$ cat src/rtl/gpio_edge_pio.sv
// gpio_edge_pio: WIDTH-bit Avalon-MM GPIO block with per-bit direction,
// output set/clear, two-flop input synchroniser, optional debouncer,
// rising/falling edge capture and a masked, registered level interrupt.
module gpio_edge_pio #(
    parameter int unsigned      WIDTH           = 8,
    parameter int unsigned      DEBOUNCE_CYCLES = 0,
    parameter logic [WIDTH-1:0] OUT_RESET       = '0,
    parameter logic [WIDTH-1:0] DIR_RESET       = '0
) (
    input  logic             clk,
    input  logic             reset,
    input  logic [2:0]       address,
    input  logic             read,
    input  logic             write,
    input  logic [31:0]      writedata,
    output logic [31:0]      readdata,
    output logic             irq,
    input  logic [WIDTH-1:0] gpio_in,
    output logic [WIDTH-1:0] gpio_out,
    output logic [WIDTH-1:0] gpio_oe
);

    typedef enum logic [2:0] {
        ADDR_DATA     = 3'd0,
        ADDR_DIR      = 3'd1,
        ADDR_IRQ_MASK = 3'd2,
        ADDR_EDGE_CAP = 3'd3,
        ADDR_OUT_SET  = 3'd4,
        ADDR_OUT_CLR  = 3'd5,
        ADDR_RISE_EN  = 3'd6,
        ADDR_FALL_EN  = 3'd7
    } addr_e;

    logic [WIDTH-1:0] wdata;
    logic [WIDTH-1:0] out_reg;
    logic [WIDTH-1:0] dir_reg;
    logic [WIDTH-1:0] irq_mask;
    logic [WIDTH-1:0] edge_cap;
    logic [WIDTH-1:0] rise_en;
    logic [WIDTH-1:0] fall_en;
    logic [WIDTH-1:0] sync_meta;
    logic [WIDTH-1:0] sync;
    logic [WIDTH-1:0] deb;
    logic [WIDTH-1:0] deb_d;
    logic [WIDTH-1:0] edge_set;
    logic [WIDTH-1:0] w1c;
    logic [31:0]      rd_word;
    logic             unused_wd;

    // Bits of writedata above WIDTH carry no meaning for this block.
    assign wdata     = writedata[WIDTH-1:0];
    assign unused_wd = ^writedata;

    assign gpio_out = out_reg;
    assign gpio_oe  = dir_reg;

    // Control registers: address 0, 4 and 5 are the only writers of OUT.
    always_ff @(posedge clk) begin
        // NOTE: state is updated with <= so every flop samples pre-edge values;
        // blocking assignments here would create order-dependent simulation.
        if (reset) begin
            out_reg  <= OUT_RESET;
            dir_reg  <= DIR_RESET;
            irq_mask <= '0;
            rise_en  <= '0;
            fall_en  <= '0;
        end else if (write) begin
            case (address)
                ADDR_DATA:     out_reg  <= wdata;
                ADDR_DIR:      dir_reg  <= wdata;
                ADDR_IRQ_MASK: irq_mask <= wdata;
                ADDR_OUT_SET:  out_reg  <= out_reg | wdata;
                ADDR_OUT_CLR:  out_reg  <= out_reg & ~wdata;
                ADDR_RISE_EN:  rise_en  <= wdata;
                ADDR_FALL_EN:  fall_en  <= wdata;
                default:       ;
            endcase
        end
    end

    // Two-flop synchroniser for the asynchronous pad inputs.
    always_ff @(posedge clk) begin
        if (reset) begin
            sync_meta <= '0;
            sync      <= '0;
        end else begin
            sync_meta <= gpio_in;
            sync      <= sync_meta;
        end
    end

    generate
        if (DEBOUNCE_CYCLES == 0) begin : g_bypass
            assign deb = sync;
        end else begin : g_debounce
            localparam logic [15:0] CNT_LAST = 16'(DEBOUNCE_CYCLES - 1);
            logic [15:0] cnt [WIDTH];

            // Per-bit debouncer: accept sync only after it has differed from
            // deb for DEBOUNCE_CYCLES consecutive samples.
            always_ff @(posedge clk) begin
                for (int i = 0; i < WIDTH; i++) begin
                    // NOTE: the counter array is reset explicitly; a stale count
                    // after reset could accept a glitch early.
                    if (reset) begin
                        cnt[i] <= '0;
                        deb[i] <= 1'b0;
                    end else if (sync[i] == deb[i]) begin
                        cnt[i] <= '0;
                    end else if (cnt[i] == CNT_LAST) begin
                        deb[i] <= sync[i];
                        cnt[i] <= '0;
                    end else begin
                        cnt[i] <= cnt[i] + 16'd1;
                    end
                end
            end
        end
    endgenerate

    assign edge_set = (deb & ~deb_d & rise_en) | (~deb & deb_d & fall_en);
    assign w1c      = (write && (address == ADDR_EDGE_CAP)) ? wdata : '0;

    // Edge capture: a new edge wins over a simultaneous W1C on the same bit.
    always_ff @(posedge clk) begin
        if (reset) begin
            deb_d    <= '0;
            edge_cap <= '0;
            irq      <= 1'b0;
        end else begin
            deb_d    <= deb;
            edge_cap <= (edge_cap & ~w1c) | edge_set;
            irq      <= |(edge_cap & irq_mask);
        end
    end

    // Read mux: zero-extends the WIDTH-bit register to the 32-bit bus.
    always_comb begin
        // NOTE: default first so no path through the case leaves rd_word
        // unassigned, which would infer a latch.
        rd_word = '0;
        case (address)
            ADDR_DATA:     rd_word[WIDTH-1:0] = deb;
            ADDR_DIR:      rd_word[WIDTH-1:0] = dir_reg;
            ADDR_IRQ_MASK: rd_word[WIDTH-1:0] = irq_mask;
            ADDR_EDGE_CAP: rd_word[WIDTH-1:0] = edge_cap;
            ADDR_OUT_SET:  rd_word[WIDTH-1:0] = out_reg;
            ADDR_OUT_CLR:  rd_word[WIDTH-1:0] = out_reg;
            ADDR_RISE_EN:  rd_word[WIDTH-1:0] = rise_en;
            ADDR_FALL_EN:  rd_word[WIDTH-1:0] = fall_en;
            default:       rd_word = '0;
        endcase
    end

    // Registered read data, one cycle after the read strobe; a concurrent
    // write is not yet visible so the pre-write value is returned.
    always_ff @(posedge clk) begin
        if (reset) begin
            readdata <= '0;
        end else if (read) begin
            readdata <= rd_word;
        end
    end

endmodule

$ cat config.mk
export PLATFORM = sky130hd
export DESIGN_NAME = gpio_edge_pio
export DESIGN_NICKNAME = d
export VERILOG_FILES = /design/src/rtl/gpio_edge_pio.sv
export SDC_FILE = /design/constraint.sdc
export NUM_CORES = 1
export LEC_CHECK = 0
export CORE_MARGIN = 2
export CORE_UTILIZATION = 49
export CTS_CLUSTER_DIAMETER = 50
export DETAILED_ROUTE_END_ITERATION = 8
export PLACE_DENSITY = 0.88
export RECOVER_POWER = 50
export SKIP_LAST_GASP = 1
export SYNTH_ARGS = -nofsm -noshare
export SYNTH_HDL_FRONTEND = slang
export SYNTH_SLANG_ARGS = --single-unit
$ cat constraint.sdc
create_clock -name clk -period 1.7 [get_ports clk]
set_input_delay 0.17 -clock clk [delete_from_list [all_inputs] [get_ports clk]]
set_output_delay 0.17 -clock clk [all_outputs]
set_load 0.005 [all_outputs]
==> results.yml, run 1 <==
run_status:
  status: "finished, final reports clean"
layout:
  nets: 512
  antenna-diode-count: 0
  layoutNonFillerInstCount: 569
  layout-drive-gt1-share: 0.126
  utilization: 0.610
  final_area_um2: 4430
  syn_to_final_growth_pct: 21.3
placed_design:
  gp_congestion: 0.903
  post_dp_cell_area_um2: 4260
  dpl.hpwl_mm: 6.50
  place_inst: 553
  io_buffer_count: 47
route:
  drt_wl_total_mm: 9.13
  avgRoutedWirePerCell_um: 16.0
  vias_per_cell: 5.69
  drc_errors: 0
  ant_nets: 0
  vias: 3237
  drt_iter0_drc: 268
  drtPass1Iterations: 5
worst_setup_path:
  arrival_ns: 1.73
  r2r_end: "readdata[7]$_SDFFE_PP0P_"
  cp_cell_sequence: "clkdlybuf4s50_1 -> clkbuf_2 -> nand2b_1 -> o31ai_1 -> a21oi_1"
  crit_fanout: 11
  path_class: "primary input to register"
  start_kind: "primary input"
  regToRegStartpoint: "edge_cap[7]$_SDFF_PP0_"
  cpMaxStageDelayCell: "clkdlybuf4s50_1"
  crit_path_end_kind: "register"
  r2r_cells: 3
  critPathRequiredTime_ns: 1.91
  reg2reg_slack_ns: 0.66
  cp_slowest_stage_delay_ns: 0.48
sta:
  setup_viol: 0
  worst_slew_pin_slew_ns: 1.21
  fmax_mhz: 658
  period_minus_slack_ns: 1.52
  holdWs_ns: 0.259
  timing_hold_violations_final: 0
  timing.final.crit_share: 0.894
  slew_viol_final: 0
  tns_ns: 0
  max-slew-margin-rel: 0.193
  finClkSkew_ns: 0.0114
  rsz0062_at_grt: "no"
hold_path:
  whs_endpoint: "fall_en[3]$_SDFFE_PP0P_"
  min_path_type: "primary input to register"
  hold_depth: 2
  worstHoldStart: "reset"
logic_synthesis:
  async_flop_share: 0
  yosysMostFrequentCell: "dfxtp_1"
  yosys.area.top_type: "dfxtp_1"
  synth.distinct_cells: 35
  synth_seq_cells: 81
  syn_inst: 403
  yosys-top-cells-area: "dfxtp_1 44%, mux2i_1 6.6%, buf_4 5.1%"
  netlist_area_um2: 3650
  synth_seq_area_share: 0.444
  synth.top_cells.by_count: "81 x dfxtp_1, 41 x nand2_1, 25 x buf_4, 25 x inv_1, 25 x nor2b_1"
  synth.top_cell.area_share: 0.444
  synth_edf_count: 0
  yosysWarningCount: 0
  synth_area_per_cell_um2: 9.06
  synth_flop_cell: "dfxtp_1"
clock_network:
  cts_resized: 0
  hold_buffers: 0
  clock_sinks: 81
  cts_setup_buffers: 0
  clockBufferDepth: 2
  cts-htree-levels: 3
  cts_buffers: 9
  tritoncts: "yes"
  cts_root_buffer: "clkbuf_8"
  clk_pin_slew_ns: 0.08
  clk_latency_ns: 0.36
floorplan:
  rows: 31
  die-height_um: 90.3
  ioPinCount: 96
  fp.dieArea_um2: 8160
  core_area_um2: 7250
  start_util: 0.503
  die_w_um: 90.3
power:
  power_per_cell_area_nw_per_um2: 833
  power_leakage_nw: 1.60
  ir_drop_v: 0.000748
grt:
  antenna_found_initial: 0
  grt_usage: 0.230
  grt_pass1_vias: 3073
  grt_pass1_wl_mm: 14.8
  grt_max_degree: 30
  overflow: 0
run:
  drv_cap: 0
[cell type report]
type                            instances  area, um^2
Fill cell                             620        2830
Tap cell                               99         124
Clock buffer                            9         124
Multi-Input combinational cell        267        1700
Sequential cell                        81        1620
Timing Repair Buffer                   81         702
Clock inverter                          7        58.8
Inverter                               25        93.8
[through the flow]
step / setup WS, ns / total power [W]
final: 0.180 / 0.00369
after global routing: 0.102 / 0.00382
after CTS: 0.234 / 0.00370
after detailed placement: -0.0506 / 0.00243
after global placement: -0.0105 / 0.00242
after floorplan: 0.459 / 0.00228
[worst max-delay path by stage]
stage	start	to	slack, ns	depth (start not counted)
after floorplan	address[2]	readdata[0]$_SDFFE_PP0P_	0.46	5
after detailed placement	address[1]	gpio_oe[2]$_SDFFE_PP0P_	-0.05	6
final	address[1]	gpio_out[3]$_SDFFE_PP0P_	0.18	5
after CTS	readdata[3]$_SDFFE_PP0P_	readdata[3]	0.23	1
after global placement	address[0]	edge_cap[7]$_SDFF_PP0_	-0.01	7
after global routing	address[2]	irq_mask[7]$_SDFFE_PP0P_	0.10	6
[cell families (layout without fill, tap and decap cells)]
| group | after synthesis | after routing | share of synthesized area |
|---|---|---|---|
| multiplexers | 32 | 32 | 0.0905 |
| AND/OR/NAND/NOR | 125 | 125 | 0.188 |
| flip-flops | 81 | 81 | 0.444 |
| buffers and inverters | 78 | 122 | 0.116 |
| AO/OA/AOI/OAI | 86 | 86 | 0.160 |
| other | 1 | 24 | 0.00103 |
[placed cells by master, fill, tap and decap left out, types with 16 or more instances in the layout]
cell type / netlist / final
conb_1: 1 / 24
nor2b_1: 25 / 25
buf_4: 25 / 28
clkdlybuf4s50_1: 0 / 38
a21oi_1: 24 / 24
nor2_1: 17 / 17
nand2_1: 41 / 41
mux2i_1: 24 / 24
dfxtp_1: 81 / 81
nand3b_1: 16 / 16
inv_1: 25 / 25
a31oi_1: 16 / 16
[worst max-delay path: cells and delay by family]
kind	cells	cell delay, ns
AOI/OAI and AO/OA	2	0.49
buffers and inverters	2	0.73
and+or+nand+nor	1	0.34
[metal layers]
| layer | vias to the layer above | routed length, um | track usage |
|---|---|---|---|
| met3 | 35 | 598 | 0.0417 |
| li1 | 1489 | - | - |
| met2 | 169 | 4540 | 0.400 |
| met5 | - | 0 | 0 |
| met1 | 1544 | 3660 | 0.274 |
| met4 | 0 | 332 | 0.113 |
[power by group]
group | internal, W | switching, W | total [W]
logic | 0.000191 | 0.000211 | 0.000402
registers | 0.00195 | 0.0000385 | 0.00199
clock network | 0.000552 | 0.000746 | 0.00130
total | 0.00269 | 0.000995 | 0.00369
Power figures use the tool's default switching activity.
==> inputs of run 2 (changes only) <==
--- a/config.mk
+++ b/config.mk
@@ -12,6 +12,7 @@
 export PLACE_DENSITY = 0.88
 export RECOVER_POWER = 50
 export SKIP_LAST_GASP = 1
+export SLEW_MARGIN = 40
 export SYNTH_ARGS = -nofsm -noshare
 export SYNTH_HDL_FRONTEND = slang
 export SYNTH_SLANG_ARGS = --single-unit
==> results of run 2 <==
No change in the layout: final DEF, timing and power equal those of run 1.
==> inputs of run 3 (changes only) <==
--- a/config.mk
+++ b/config.mk
@@ -9,6 +9,7 @@
 export CORE_UTILIZATION = 49
 export CTS_CLUSTER_DIAMETER = 50
 export DETAILED_ROUTE_END_ITERATION = 8
+export GPL_ROUTABILITY_DRIVEN = 0
 export PLACE_DENSITY = 0.88
 export RECOVER_POWER = 50
 export SKIP_LAST_GASP = 1
==> results of run 3 <==
No change in the layout: final DEF, timing and power equal those of run 1.
